<file path="config.mk">
export PLATFORM = sky130hd
export DESIGN_NAME = alpha_fetch_unit
export DESIGN_NICKNAME = d
export VERILOG_FILES = /design/src/rtl/alpha_fetch_unit.sv
export SDC_FILE = /design/constraint.sdc
export NUM_CORES = 1
export LEC_CHECK = 0
export ABC_AREA = 0
export BUFFER_PORTS_ARGS = -buffer_cell sky130_fd_sc_hd__buf_2
export CORE_UTILIZATION = 50
export DETAILED_ROUTE_END_ITERATION = 8
export PLACE_DENSITY = 0.72
export SKIP_LAST_GASP = 1
export SLEW_MARGIN = 30
export SYNTH_ARGS = -nofsm -noshare
export SYNTH_HDL_FRONTEND = slang
export SYNTH_SLANG_ARGS = --single-unit
</file>
<file path="constraint.sdc">
create_clock -name clk -period 4.15 [get_ports clk]
set_input_delay 0.415 -clock clk [delete_from_list [all_inputs] [get_ports clk]]
set_output_delay 0.415 -clock clk [all_outputs]
set_load 0.02 [all_outputs]
</file>
<file path="src/rtl/alpha_fetch_unit.sv">
// Instruction-fetch front end: issues in-order word fetches, buffers returned
// instructions with their PCs, and flushes/drains on control-flow redirects.
module alpha_fetch_unit #(
  parameter int              XLEN     = 32,
  parameter logic [XLEN-1:0] RESET_PC = '0,
  parameter int              DEPTH    = 4
) (
  input  logic            clk,
  input  logic            reset,
  output logic            imem_req_valid,
  input  logic            imem_req_ready,
  output logic [XLEN-1:0] imem_req_addr,
  input  logic            imem_rsp_valid,
  input  logic [XLEN-1:0] imem_rsp_data,
  input  logic            redirect_valid,
  input  logic [XLEN-1:0] redirect_pc,
  output logic            if_valid,
  input  logic            if_ready,
  output logic [XLEN-1:0] if_instr,
  output logic [XLEN-1:0] if_pc
);

  localparam int AW = $clog2(DEPTH);
  localparam int CW = AW + 1;
  localparam logic [CW-1:0] DEPTH_C = DEPTH[CW-1:0];
  localparam logic [CW:0]   DEPTH_X = DEPTH[CW:0];

  typedef enum logic [1:0] {BOOT, RUN, DRAIN} state_t;

  state_t          state_q, state_d;
  logic [XLEN-1:0] fetch_pc_q, fetch_pc_d;
  logic [CW-1:0]   count_q, count_d;
  logic [CW-1:0]   outst_q, outst_d;
  logic [CW-1:0]   drop_q, drop_d;
  logic [AW-1:0]   hd_q, hd_d, tl_q, tl_d;
  logic [AW-1:0]   pf_wr_q, pf_wr_d, pf_rd_q, pf_rd_d;

  logic [XLEN-1:0] q_instr [DEPTH];
  logic [XLEN-1:0] q_pc    [DEPTH];
  logic [XLEN-1:0] pf_pc   [DEPTH];

  logic          fire, rsp_acc, redir, push, pop;
  logic [CW:0]   inflight;
  logic          unused_ok;

  assign unused_ok = ^redirect_pc[1:0];
  assign inflight  = {1'b0, count_q} + {1'b0, outst_q};
  assign fire      = imem_req_valid & imem_req_ready;
  // Responses with nothing outstanding belong to a memory that was reset with us.
  assign rsp_acc   = imem_rsp_valid & (outst_q != '0);
  assign redir     = redirect_valid & (state_q != BOOT);
  assign push      = rsp_acc & (state_q == RUN) & ~redir;
  assign pop       = if_valid & if_ready;

  always_ff @(posedge clk) begin
    if (!reset) begin
      state_q    <= BOOT;
      fetch_pc_q <= RESET_PC;
      count_q    <= '0;
      outst_q    <= '0;
      drop_q     <= '0;
      hd_q       <= '0;
      tl_q       <= '0;
      pf_wr_q    <= '0;
      pf_rd_q    <= '0;
    end else begin
      state_q    <= state_d;
      fetch_pc_q <= fetch_pc_d;
      count_q    <= count_d;
      outst_q    <= outst_d;
      drop_q     <= drop_d;
      hd_q       <= hd_d;
      tl_q       <= tl_d;
      pf_wr_q    <= pf_wr_d;
      pf_rd_q    <= pf_rd_d;
    end
  end

  // Storage needs no reset: count/outstanding gate every read.
  always_ff @(posedge clk) begin
    if (push) begin
      q_instr[tl_q] <= imem_rsp_data;
      q_pc[tl_q]    <= pf_pc[pf_rd_q];
    end
    if (fire) pf_pc[pf_wr_q] <= fetch_pc_q;
  end

  always_ff @(posedge clk) begin
    if (reset && push) assert (count_q != DEPTH_C);
  end

  always_comb begin
    outst_d    = outst_q + CW'(fire) - CW'(rsp_acc);
    fetch_pc_d = fetch_pc_q;
    if (fire)  fetch_pc_d = fetch_pc_q + XLEN'(4);
    if (redir) fetch_pc_d = {redirect_pc[XLEN-1:2], 2'b00};
    hd_d    = pop  ? hd_q + AW'(1) : hd_q;
    tl_d    = push ? tl_q + AW'(1) : tl_q;
    count_d = count_q + CW'(push) - CW'(pop);
    if (redir) begin
      count_d = '0;
      hd_d    = tl_q;
    end
    drop_d = drop_q;
    if (redir)                           drop_d = outst_d;
    else if (state_q == DRAIN && rsp_acc) drop_d = drop_q - CW'(1);
    // Stale responses still retire their PC slot so the tag FIFO stays aligned.
    pf_wr_d = pf_wr_q + AW'(fire);
    pf_rd_d = pf_rd_q + AW'(rsp_acc);
  end

  always_comb begin
    state_d = state_q;
    case (state_q)
      BOOT:    state_d = RUN;
      RUN:     if (redir) state_d = (outst_d == '0) ? RUN : DRAIN;
      DRAIN:   if (redir) state_d = (outst_d == '0) ? RUN : DRAIN;
               else       state_d = (drop_d == '0)  ? RUN : DRAIN;
      default: state_d = BOOT;
    endcase
  end

  always_comb begin
    imem_req_valid = (state_q == RUN) && (inflight < DEPTH_X);
    imem_req_addr  = fetch_pc_q;
    if_valid       = (count_q != '0);
    if_instr       = if_valid ? q_instr[hd_q] : '0;
    if_pc          = if_valid ? q_pc[hd_q]    : '0;
  end

endmodule

</file>
# Yosys cells after proc, flatten, opt, wreduce, memory -nomap -nowiden
# Memories as Yosys holds them, arrays and structs flattened. A register that Yosys moved wholly into a read port is not among the register bits.
# Cells that the tools add are included.
[classes]
add_sub_neg = 11
n_mul = 0
n_div = 0
order_cmp = 1
eq_ne = 3
shift = 0
n_mux = 22
n_bitwise = 8
reduce_logical = 11
[ops]
columns = ["op", "count"]
rows = [
  ["$mux 32", 4],
  ["$add 32x3->32 const B", 1],
  ["$mux 2", 11],
  ["$add 3x1->3", 2],
  ["$and 1x1->1", 6],
  ["$logic_not 3->1", 2],
  ["$mux 3", 2],
  ["$pmux 2 s3", 1],
  ["$reduce_bool 2->1", 3],
  ["$reduce_bool 3->1", 2],
  ["$sub 3x1->3", 2],
  ["$add 2x1->2", 2],
  ["$add 2x1->2 const B", 2],
  ["$add 3x3->4", 1],
  ["$lt 4x3->1 const B", 1],
  ["$mux 1", 4],
  ["$sub 3x1->3 const B", 1],
  ["$eq 2x1->1 const B", 1],
  ["$eq 2x2->1 const B", 1],
  ["$logic_and 1x1->1", 2],
  ["$logic_not 2->1", 1],
  ["$ne 2x2->1 const B", 1],
  ["$not 1->1", 2],
  ["$reduce_or 2->1", 1],
]
[word_totals]
register_bits = 51
latch_bits = 0
ram_bits = 384
romBits = 0
in_bits = 70
memories = 3
[mem_list]
columns = ["name", "depth", "width", "read_ports", "rd_ports_with_merged_regs", "write_ports", "line_no", "rtl"]
rows = [
  ["pf_pc", 4, 32, 1, 1, 1, "40", "logic [XLEN-1:0] pf_pc [DEPTH];"],
  ["q_instr", 4, 32, 1, 1, 1, "38", "logic [XLEN-1:0] q_instr [DEPTH];"],
  ["q_pc", 4, 32, 1, 1, 1, "39", "logic [XLEN-1:0] q_pc [DEPTH];"],
]

# Logic depth before layout (Yosys ltp)
[depth]
ltp_word = 11
mapped_depth = 14

# Least setup slack after synthesis
# OpenSTA, ideal clock, no wires.
[synth_path]
path_kind = "register -> register"
from = "register count_q[2]"
to = "memory pf_pc[1][10] (enable)"
setup_ns = 0.461
arrival_ns = 3.844
slack_ns = -0.155
stages_incl_launch_ff = 6
path_buffers = 1
period_less_slack_ns = 4.305
path_cell_list = "dfxtp_1 > ha_1 > nor4b_1 > nand4b_1 > clkbuf_1 > nor3b_1"
[synth_via]
elab_chain_len = 6
[synth_rtl]
columns = ["element", "line_no", "rtl"]
rows = [
  ["from (decl)", "32", "logic [CW-1:0] count_q, count_d;"],
  ["from (signal assigned)", "69", "count_q <= count_d;"],
  ["$add 3x3->4", "47", "assign inflight = {1'b0, count_q} + {1'b0, outst_q};"],
  ["$lt 4x3->1", "124", "imem_req_valid = (state_q == RUN) && (inflight < DEPTH_X);"],
  ["$logic_and 1x1->1", "124", ""],
  ["$and 1x1->1", "48", "assign fire = imem_req_valid & imem_req_ready;"],
  ["$mux 1", "85", "if (fire) pf_pc[pf_wr_q] <= fetch_pc_q;"],
  ["$mux 1 (not written as such)", "85", ""],
  ["to (decl)", "40", ""],
]
# Every way passes these cells.

# Worst setup path in the final report
[layout_path]
from = "register count_q[2]"
to = "register state_q[0]"
[layout_via]
elab_chain_len = 11
elab_cells_between_ends = 14
cone_classes = "add/sub: 3; order compare: 1; mux: 6; bitwise: 1; reduce/logical: 3"
[layout_rtl]
columns = ["element", "line_no", "rtl"]
rows = [
  ["$add 3x3->4 *", "47", ""],
  ["$lt 4x3->1 *", "124", ""],
  ["$logic_and 1x1->1 *", "124", ""],
  ["$and 1x1->1 *", "48", ""],
  ["$add 3x1->3 *", "93", "outst_d = outst_q + CW'(fire) - CW'(rsp_acc);"],
  ["$sub 3x1->3 *", "93", ""],
  ["$mux 3", "105", "if (redir) drop_d = outst_d;"],
  ["$logic_not 3->1", "118", "else state_d = (drop_d == '0) ? RUN : DRAIN;"],
  ["$mux 2", "118", ""],
  ["$mux 2", "117", "DRAIN: if (redir) state_d = (outst_d == '0) ? RUN : DRAIN;"],
  ["$pmux 2 s3 *", "114", "case (state_q)"],
  ["to (signal assigned)", "67", "state_q <= state_d;"],
  ["to (decl)", "30", "state_t state_q, state_d;"],
]
# Every way passes the cells marked *; elsewhere a longest branch is shown, timed or not. The select of a mux whose other input is x is not followed.
# A chain may end at the register's enable or synchronous reset.

==> flow_summary_export.csv <==
group,metric,value,unit
placed_design,place_area,0.0179,sq mm
pwr,p_per_area,634,mW/mm^2
timing,maxSlewViolCount,0,
layout,design_area,0.0192,sq mm
grt,grt_pass1_vias,8660,
pwr,leakagePower,6.52,nW
logic_synthesis,ys.flop_type,"edfxtp_1",
layout,finalNetCount,1156,
setup_path,crit_required,4.62,ns
grt,grt_pass1_wl,48600,um
logic_synthesis,ys_seq_area_share,73.3,%
logic_synthesis,yosys_warnings,0,
pwr,worst_ir_drop_vdd,0.000354,V
drt,drt-total-wl,30800,um
timing,fmax,312,MHz
run,cap_violations,0,
setup_path,path_class,"reg2reg",
grt,overflow,0,
logic_synthesis,synth_edf_count,368,
drt,drtIter0Drc,526,
drt,wire_per_inst,19.9,um
placed_design,gp_congestion,0.805,
logic_synthesis,synth_area_leaders,"edfxtp_1 (67%), mux4_2 (13%), dfxtp_1 (6.2%)",
timing,skew,0.0103,ns
floorplanning,die_w,184,um
clock_network,numCtsBuffers,44,
clock_network,clkSinkCount,419,
worst_hold_path,hold_start,"imem_rsp_data[1]",
grt,grt_max_degree,65,
clock_network,h-tree-depth,2,
clock_network,clock_path_buffers,3,
layout,fill_cells,2445,
logic_synthesis,synth-seq-cells,419,
timing,final.min_clock_period,3.21,ns
layout,diodes,0,
floorplanning,num_io_pins,168,
timing,grt_setup_unrepaired,"false",
setup_path,cp_max_fo,3,
timing,slew_headroom,36.3,%
logic_synthesis,yosys.cell_count.top_type,"edfxtp_1",
timing,fin_crit_sh,77.3,%
clock_network,cts_tree,"built",
logic_synthesis,avgSynthCellArea,18.4,sq um
setup_path,start_kind,"flip-flop",
floorplanning,fp-row-count,66,
placed_design,portBuffers,161,
drt,vias,8393,
drt,via_per_inst,5.43,
logic_synthesis,ys_types,48,
clock_network,clockRootBuffer,"clkbuf_16",
timing,tightest_slew,0.956,ns
drt,ant_nets,0,
logic_synthesis,synthCells,894,
floorplanning,fp.coreArea,0.0325,sq mm
clock_network,path_clk_slew,0.06,ns
placed_design,dp_hpwl,18500,um
timing,hold_violations,0,
setup_path,r2r-start,"count_q[2]",
drt,dr.pass1.iters,5,
logic_synthesis,synth_top_area_share,67.1,%
clock_network,clock_latency,0.53,ns
setup_path,setup.worst_path.end_class,"flip-flop",
logic_synthesis,async_reset_ff_share,0,%
clock_network,cts_setup_buffers,0,
setup_path,crit_path_start,"count_q[2]",
floorplanning,dieArea,0.0337,sq mm
logic_synthesis,syn_area,0.0165,sq mm
layout,ff_latch_area,0.0121,sq mm
grt,grt_usage,19.0,%
pwr,total_power,0.0122,W
timing,fin_setup_tns,0,ns
logic_synthesis,synth_top_cell_by_area,"edfxtp_1",
setup_path,crit_arrival,3.68,ns
clock_network,cts_hold_buf,0,
worst_hold_path,hold_path.class,"in2reg",
floorplanning,die_h,184,um
outcome,status,"finished clean",
layout,area_delta_synth_final,16.7,%
clock_network,post_cts_resized,0,
logic_synthesis,synth_common_cells,"edfxtp_1 (368), mux4_2 (92), and2_1 (72), dfxtp_1 (51), o21ai_0 (30)",
layout,multi_input_area,0.00419,sq mm
timing,setup_violations,0,
layout,drive_above_1_share,31.3,%
drt,drc_errors,0,
floorplanning,start_util,50.8,%
grt,antenna_found_initial,1,
[final cells by class]
class                      instances  share of cell area [%]
sequential                       419                    62.8
tap                              442                    2.88
inverter                          15                   0.293
multi-input combinational        414                    21.8
timing repair buffer             176                    5.10
clock buffer                      60                    6.30
clock inverter                    21                   0.839
[metrics by stage]
step           utilization (%)  instances  setup WS, ns  hold slack [ns]
6_report                  59.3       1547         0.940            0.105
5_1_grt                   59.3       1547         0.681           0.0799
4_1_cts                   59.3       1547         0.923           0.0757
3_5_place_dp              55.0       1466         0.942            0.544
3_3_place_gp              55.0       1466          1.01            0.538
2_1_floorplan                -        897        0.0455            0.506
[cells by family (layout without fill, tap and decap cells)]
kind of cell | count (synthesis) | after routing | share of synthesized area (%)
AND/OR/NAND/NOR | 195 | 195 | 6.71
buffers and inverters | 64 | 272 | 1.60
AO/OA/AOI/OAI | 71 | 71 | 2.48
multiplexers | 96 | 96 | 12.8
adder cells (fa/ha/maj) | 16 | 16 | 1.31
other | 1 | 4 | 0.0228
flip-flops | 419 | 419 | 73.3
XOR/XNOR | 32 | 32 | 1.79
[sequential cells by signal, indices dropped and copies added (netlist names), named ones only]
register       count
q_instr          128
pf_pc            120
q_pc             120
imem_req_addr     30
count_q            3
drop_q             3
outst_q            3
hd_q               2
pf_rd_q            2
pf_wr_q            2
state_q            2
tl_q               2
[worst paths after layout]
kind,cells past startpoint,to,slack [ns]
max,13,state_q[0],0.94
min,1,q_instr[1][1],0.11
max reg2reg,13,state_q[0],0.94
min reg2reg,2,count_q[2],0.56
[report_power, final]
group | internal, W | switching, W | leakage [nW] | total, W
combinational | 0.00131 | 0.00167 | 2.08 | 0.00298
clock | 0.00218 | 0.00150 | 0.675 | 0.00368
sequential | 0.00512 | 0.000419 | 3.76 | 0.00553
[placed cells by master (no fill, tap or decap), types with 6 or more instances in the layout]
cell type / instances
nor2_1: 24
ha_1: 14
clkinv_1: 7
nor3_1: 8
clkinv_2: 7
nand2_1: 21
buf_2: 161
dfxtp_1: 47
edfxtp_1: 368
clkbuf_16: 45
xor2_1: 6
and3_1: 10
buf_4: 10
xnor2_1: 25
o21ai_0: 30
mux4_2: 92
inv_1: 14
nor4_1: 10
and2_1: 68
nand3_1: 17
a21oi_1: 18
a31oi_1: 6
clkbuf_1: 12
nand4_1: 7
[critical path, stage by stage, from the launching register on]
cell and delay [ns]:
dfxtp_1 0.33, ha_1 0.31, nor4b_1 0.48, nand4b_1 0.19, ha_1 0.31, inv_1 0.06
ha_1 0.13, inv_1 0.05, fa_1 0.36, xor3_1 0.23, nor3b_1 0.28, nor2b_1 0.10
o21ai_0 0.16, o211a_1 0.16
[per-layer routing]
metal	wire length (um)	share of wire [%]	track usage, %
met1	13600	44	26.3
met5	12	0.039	0
met3	1670	5.4	3.31
met4	412	1.3	4.63
met2	15100	49	31.4
Note: power is estimated with default switching activity, not from simulation.
